`src/rtl/inst_fetch_queue_pkg.sv`:
```
// Shared constants and helpers for the instruction fetch queue.
package inst_fetch_pkg;

   localparam int PC_INC     = 4;
   localparam int ALIGN_MASK = 3;

   // Counter width able to hold the values 0..depth inclusive.
   function automatic int cnt_width(input int depth);
      return $clog2(depth + 1);
   endfunction

endpackage

```
`src/rtl/inst_fetch_queue_fifo.sv`:
```
// Synchronous FIFO with flush and a registered head entry for the fetch buffer.
module fetch_fifo
   import inst_fetch_pkg::*;
#(
   parameter int WIDTH = 64,
   parameter int DEPTH = 4,
   localparam int CW = cnt_width(DEPTH)
) (
   input  logic             clk,
   input  logic             reset,
   input  logic             flush,
   input  logic             push,
   input  logic [WIDTH-1:0] push_data,
   input  logic             pop,
   output logic [WIDTH-1:0] head,
   output logic [CW-1:0]    count
);

   localparam int AW = $clog2(DEPTH);

   logic [WIDTH-1:0] mem [DEPTH];
   logic [AW-1:0]    rd_ptr_reg, wr_ptr_reg, rd_ptr_next;
   logic [CW-1:0]    count_reg, count_next;
   logic [WIDTH-1:0] head_reg, head_next;
   logic             do_push, do_pop;

   assign do_pop  = pop && (count_reg != '0);
   assign do_push = push && ((count_reg != CW'(DEPTH)) || do_pop);

   always_comb begin
      rd_ptr_next = do_pop ? rd_ptr_reg + 1'b1 : rd_ptr_reg;
      count_next  = count_reg;
      case ({do_push, do_pop})
         2'b10:   count_next = count_reg + 1'b1;
         2'b01:   count_next = count_reg - 1'b1;
         default: count_next = count_reg;
      endcase
      // A push landing on the slot that becomes head must bypass the array.
      head_next = (do_push && (wr_ptr_reg == rd_ptr_next)) ? push_data : mem[rd_ptr_next];
   end

   always_ff @(posedge clk) begin
      if (do_push && !flush && !reset) begin
         mem[wr_ptr_reg] <= push_data;
      end
   end

   always_ff @(posedge clk) begin
      if (reset) begin
         rd_ptr_reg <= '0;
         wr_ptr_reg <= '0;
         count_reg  <= '0;
         head_reg   <= '0;
      end else if (flush) begin
         rd_ptr_reg <= '0;
         wr_ptr_reg <= '0;
         count_reg  <= '0;
      end else begin
         if (do_push) begin
            wr_ptr_reg <= wr_ptr_reg + 1'b1;
         end
         rd_ptr_reg <= rd_ptr_next;
         count_reg  <= count_next;
         if (count_next != '0) begin
            head_reg <= head_next;
         end
      end
   end

   assign head  = head_reg;
   assign count = count_reg;

endmodule

```
`src/rtl/inst_fetch_queue.sv`:
```
// Fetch stage: PC, request credit, redirect/drop tracking and the decode FIFO.
// Optional performance counters are enabled with INST_FETCH_PERF_EN.
module inst_fetch_queue
   import inst_fetch_pkg::*;
#(
   parameter int              PC_W       = 32,
   parameter int              INST_W     = 32,
   parameter logic [PC_W-1:0] RESET_PC   = '0,
   parameter int              FIFO_DEPTH = 4
) (
   input  logic              clk,
   input  logic              reset,
   input  logic              pc_write,
   input  logic              redirect_valid,
   input  logic [PC_W-1:0]   redirect_pc,
   output logic              imem_req,
   output logic [PC_W-1:0]   imem_addr,
   input  logic              imem_gnt,
   input  logic              imem_rvalid,
   input  logic [INST_W-1:0] imem_rdata,
   output logic              id_valid,
   input  logic              id_ready,
   output logic [INST_W-1:0] id_inst,
   output logic [PC_W-1:0]   id_pc
`ifdef INST_FETCH_PERF_EN
   ,
   output logic [31:0]       perf_redirects,
   output logic [31:0]       perf_stall_cycles,
   output logic [31:0]       perf_dropped
`endif
);

   localparam int              CW        = cnt_width(FIFO_DEPTH);
   localparam logic [CW:0]     DEPTH_LIM = FIFO_DEPTH[CW:0];
   localparam logic [PC_W-1:0] PC_STEP   = PC_W'(PC_INC);
   localparam logic [PC_W-1:0] PC_ALIGN  = ~PC_W'(ALIGN_MASK);

   logic [PC_W-1:0]        fetch_pc_reg, resp_pc_reg, redirect_target;
   logic [CW-1:0]          out_cnt_reg, out_cnt_next, drop_cnt_reg, fifo_cnt;
   logic [CW:0]            credit_used;
   logic [INST_W+PC_W-1:0] fifo_head;
   logic                   issue, resp_drop, resp_push, fifo_pop;

   assign credit_used     = {1'b0, fifo_cnt} + {1'b0, out_cnt_reg};
   assign imem_req        = pc_write & ~redirect_valid & ~reset & (credit_used < DEPTH_LIM);
   assign issue           = imem_req & imem_gnt;
   assign imem_addr       = fetch_pc_reg;
   assign resp_drop       = imem_rvalid & (drop_cnt_reg != '0);
   assign resp_push       = imem_rvalid & ~resp_drop & ~redirect_valid;
   assign redirect_target = redirect_pc & PC_ALIGN;
   assign id_valid        = (fifo_cnt != '0) & ~redirect_valid;
   assign fifo_pop        = id_valid & id_ready;
   assign {id_inst, id_pc} = fifo_head;

   always_comb begin
      out_cnt_next = out_cnt_reg;
      if (issue && !imem_rvalid) begin
         out_cnt_next = out_cnt_reg + 1'b1;
      end else if (!issue && imem_rvalid) begin
         out_cnt_next = out_cnt_reg - 1'b1;
      end
   end

   always_ff @(posedge clk) begin
      if (reset) begin
         fetch_pc_reg <= RESET_PC;
         resp_pc_reg  <= RESET_PC;
         out_cnt_reg  <= '0;
         drop_cnt_reg <= '0;
      end else if (redirect_valid) begin
         // Every request still in flight after this cycle belongs to the old path;
         // a response arriving now is already removed from out_cnt_next.
         fetch_pc_reg <= redirect_target;
         resp_pc_reg  <= redirect_target;
         out_cnt_reg  <= out_cnt_next;
         drop_cnt_reg <= out_cnt_next;
      end else begin
         if (issue) begin
            fetch_pc_reg <= fetch_pc_reg + PC_STEP;
         end
         if (resp_push) begin
            resp_pc_reg <= resp_pc_reg + PC_STEP;
         end
         if (resp_drop) begin
            drop_cnt_reg <= drop_cnt_reg - 1'b1;
         end
         out_cnt_reg <= out_cnt_next;
      end
   end

   fetch_fifo #(
      .WIDTH (INST_W + PC_W),
      .DEPTH (FIFO_DEPTH)
   ) u_fifo (
      .clk       (clk),
      .reset     (reset),
      .flush     (redirect_valid),
      .push      (resp_push),
      .push_data ({imem_rdata, resp_pc_reg}),
      .pop       (fifo_pop),
      .head      (fifo_head),
      .count     (fifo_cnt)
   );

`ifdef INST_FETCH_PERF_EN
   logic [31:0] perf_redirects_reg, perf_stall_cycles_reg, perf_dropped_reg;

   always_ff @(posedge clk) begin
      if (reset) begin
         perf_redirects_reg    <= '0;
         perf_stall_cycles_reg <= '0;
         perf_dropped_reg      <= '0;
      end else begin
         if (redirect_valid) perf_redirects_reg    <= perf_redirects_reg + 1'b1;
         if (!pc_write)      perf_stall_cycles_reg <= perf_stall_cycles_reg + 1'b1;
         if (resp_drop)      perf_dropped_reg      <= perf_dropped_reg + 1'b1;
      end
   end

   assign perf_redirects    = perf_redirects_reg;
   assign perf_stall_cycles = perf_stall_cycles_reg;
   assign perf_dropped      = perf_dropped_reg;
`endif

endmodule

```
`config.mk`:
```
export PLATFORM = sky130hd
export DESIGN_NAME = inst_fetch_queue
export DESIGN_NICKNAME = d
export VERILOG_FILES = /design/src/rtl/inst_fetch_queue_pkg.sv /design/src/rtl/inst_fetch_queue_fifo.sv /design/src/rtl/inst_fetch_queue.sv
export SDC_FILE = /design/constraint.sdc
export NUM_CORES = 1
export LEC_CHECK = 0
export ABC_AREA = 1
export BUFFER_PORTS_ARGS = -buffer_cell sky130_fd_sc_hd__buf_2
export CAP_MARGIN = 0
export CORE_UTILIZATION = 23
export DETAILED_ROUTE_END_ITERATION = 6
export PLACE_DENSITY = 0.49
export SYNTH_ARGS = -nofsm -noshare
export SYNTH_HDL_FRONTEND = slang
export SYNTH_SLANG_ARGS = --single-unit
```
`constraint.sdc`:
```
create_clock -name clk -period 4.3 [get_ports clk]
set_clock_uncertainty 0.15 [all_clocks]
set_input_delay 0.215 -clock clk [delete_from_list [all_inputs] [get_ports clk]]
set_output_delay 0.215 -clock clk [all_outputs]
set_load 0.05 [all_outputs]
```
==> impl_metrics.ini <==
[grt]
grt_usage_pct = 13.1
grt_max_degree = 126
grt_pass1_wl_mm = 81.9
grt_pass1_vias = 13700
antenna_found_initial = 0
overflow = 0

[min_path]
hold_end = drop_cnt_reg[1]
holdPathStages = 3
min_path_type = in2reg
worstHoldStart = redirect_valid

[detailed_routing]
drc_errors = 0
final_antenna_net_count = 0
wl_per_cell_um = 15.4
drt-vias-per-instance = 4.14
drt_pass1_iterations = 5
first_iter_violations = 788
via_count = 14400
wl_mm = 53.6

[timing]
worstMarginPinSlew_ps = 1010
setup_slack_ps = 1140
drv_slew = 0
fmax_ghz = 0.316
setup_viol = 0
relSlewSlack_pct = 32.5
final_hold_viol_count = 0
tns_ps = 0
fin_crit_sh_pct = 73.6
holdWs_ps = 78.0
rsz0062_at_grt = no
min_period_ps = 3160

[yosys]
synth_top_cell_area_share_pct = 40.6
synthArstFlopShare_pct = 0
synth_ff_type = edfxtp_1
synth-edff-count = 248
yosysTopAreaCell = edfxtp_1
netlist_instances = 2195
synth_area_per_cell_um2 = 8.35
synth_warnings = 0
yosysSeqAreaShare_pct = 55.4
synth-seq-cells = 383
ys_top_cells_by_area = edfxtp_1 (41%), dfxtp_1 (15%), nand2_1 (14%)
netlist-cell-type-count = 38
syn_area_mm2 = 0.0183

[die]
die_x_um = 284
core_area_mm2 = 0.0789
rows = 103
ios = 169
start_util_pct = 23.2
dieArea_mm2 = 0.0809
dieHeight_um = 284

[power_and_ir_drop]
switchingPower_mw = 2.42
p_sw_share_pct = 26.3
combPwrFrac_pct = 11.1
leakage_nw = 9.79
p_per_area_mw_per_mm2 = 408
p_clk_share_pct = 43.6
p_int_mw = 6.78
power_mw = 9.20
seq_power_share_pct = 45.3
ir_worst_vdd_uv = 292

[finish]
mostFrequentLayoutCells = nand2_1 (680), inv_1 (282), edfxtp_1 (248)
stdcell_count = 3475
num-nets-final = 2471
area_growth_pct = 22.9
diodes = 0
final_common_cell = nand2_1
postLayoutCoreUtil_pct = 28.6
fill_cells = 8491
largest_register_ffs = 248
drive_gt1_share_pct = 11.1
final_cell_area_mm2 = 0.0225

[cts]
post_cts_buffers = 0
clockBufferDepth = 3
clk_pin_slew_ps = 60
cts_tree = built
clock_latency_ps = 580
cts_resized = 0
cts.sinks = 383
hold_buffers = 66
cts_htree_levels = 2
clockRootBuffer = clkbuf_16
cts_buffers = 46

[placement]
dpl.cell_count = 3323
gp_congestion = 0.787
placed_cell_area_mm2 = 0.0203
dp_slack_ps = 937
dpl.hpwl_mm = 31.3
io_buffer_count = 162

[status]
outcome = finished, final reports clean

[critical_path]
cp_max_fo = 52
worstPathRequired_ps = 4620
worstReg2RegStart = drop_cnt_reg[0]
path_class = reg2reg
worstPathArrival_ps = 3490
timing.rr.end = u_fifo.head[14]
end_kind = register
reg2reg_depth = 16
r2r_slack_ps = 1140
startpoint_type = register

[run]
drv_cap = 0
-- power groups by stage --
stage                     clock [mW]  combinational [mW]  sequential [mW]
final                           4.01                1.02             4.17
after global routing            4.28                1.14             4.18
after CTS                       4.14                1.04             4.16
after detailed placement           0               0.990             4.24
after global placement             0               0.990             4.24
after floorplan                    0               0.461             4.44
-- cell type report --
type / count / area (um2) / area share, %
clock buffers: 71 / 1330 / 5.92
clock inverters: 15 / 218 / 0.966
inverters: 287 / 1080 / 4.78
multi-input cells: 1416 / 6680 / 29.7
flip-flops and latches: 383 / 10100 / 45.0
well taps: 1050 / 1310 / 5.83
repair buffers: 253 / 1760 / 7.81
-- how the worst max path moves through the flow --
stage                             end  depth (start not counted)             from
floorplan           u_fifo.mem[0][10]                          8  drop_cnt_reg[0]
global placement       u_fifo.head[5]                         14   redirect_valid
detailed placement     u_fifo.head[9]                         14   redirect_valid
CTS                   u_fifo.head[17]                         16  drop_cnt_reg[1]
global route          u_fifo.head[20]                         17  drop_cnt_reg[0]
finish                u_fifo.head[14]                         16  drop_cnt_reg[0]
-- metal layers --
metal  track usage, %  wire length [um]  vias up
met5                0                 0        -
met4             3.60              1070        0
met3             1.74              2100       68
met2             21.3             24200      277
met1             18.0             26200     6591
li1                 -                 -     7435
-- worst max-delay path: stages (launching register included) --
cell     delay [ps]
dfxtp_1         300
inv_1            70
ha_1            230
nand3_1          90
buf_4           200
nand4_1         180
fa_1            530
inv_1            40
nand3_1          90
nand2_1          60
nor2_1           90
nand2_1         100
nand2_4         390
buf_12          300
nand2_1          80
nand2_1          60
nor2_1           50
-- Yosys cell counts, types with 16 or more instances --
library cell    n
nand2_1       682
inv_1         282
edfxtp_1      248
nor2_1        193
nand3_1       172
dfxtp_1       135
nand3b_1      124
o21ai_0        56
a21oi_1        55
clkbuf_1       51
buf_2          40
xor2_1         28
nor3_1         23
a31oi_1        16
nand4_1        16
-- cell families after synthesis --
family                   after synthesis  synth area share (%)
flip-flops                           383                  55.4
AO/OA/AOI/OAI                        139                  4.07
buffers and inverters                399                  8.56
adder cells (fa/ha/maj)               13                 0.928
other                                  1                0.0205
XOR/XNOR                              36                  1.72
AND/OR/NAND/NOR                     1224                  29.3
Note: power is estimated with default switching activity, not from simulation.
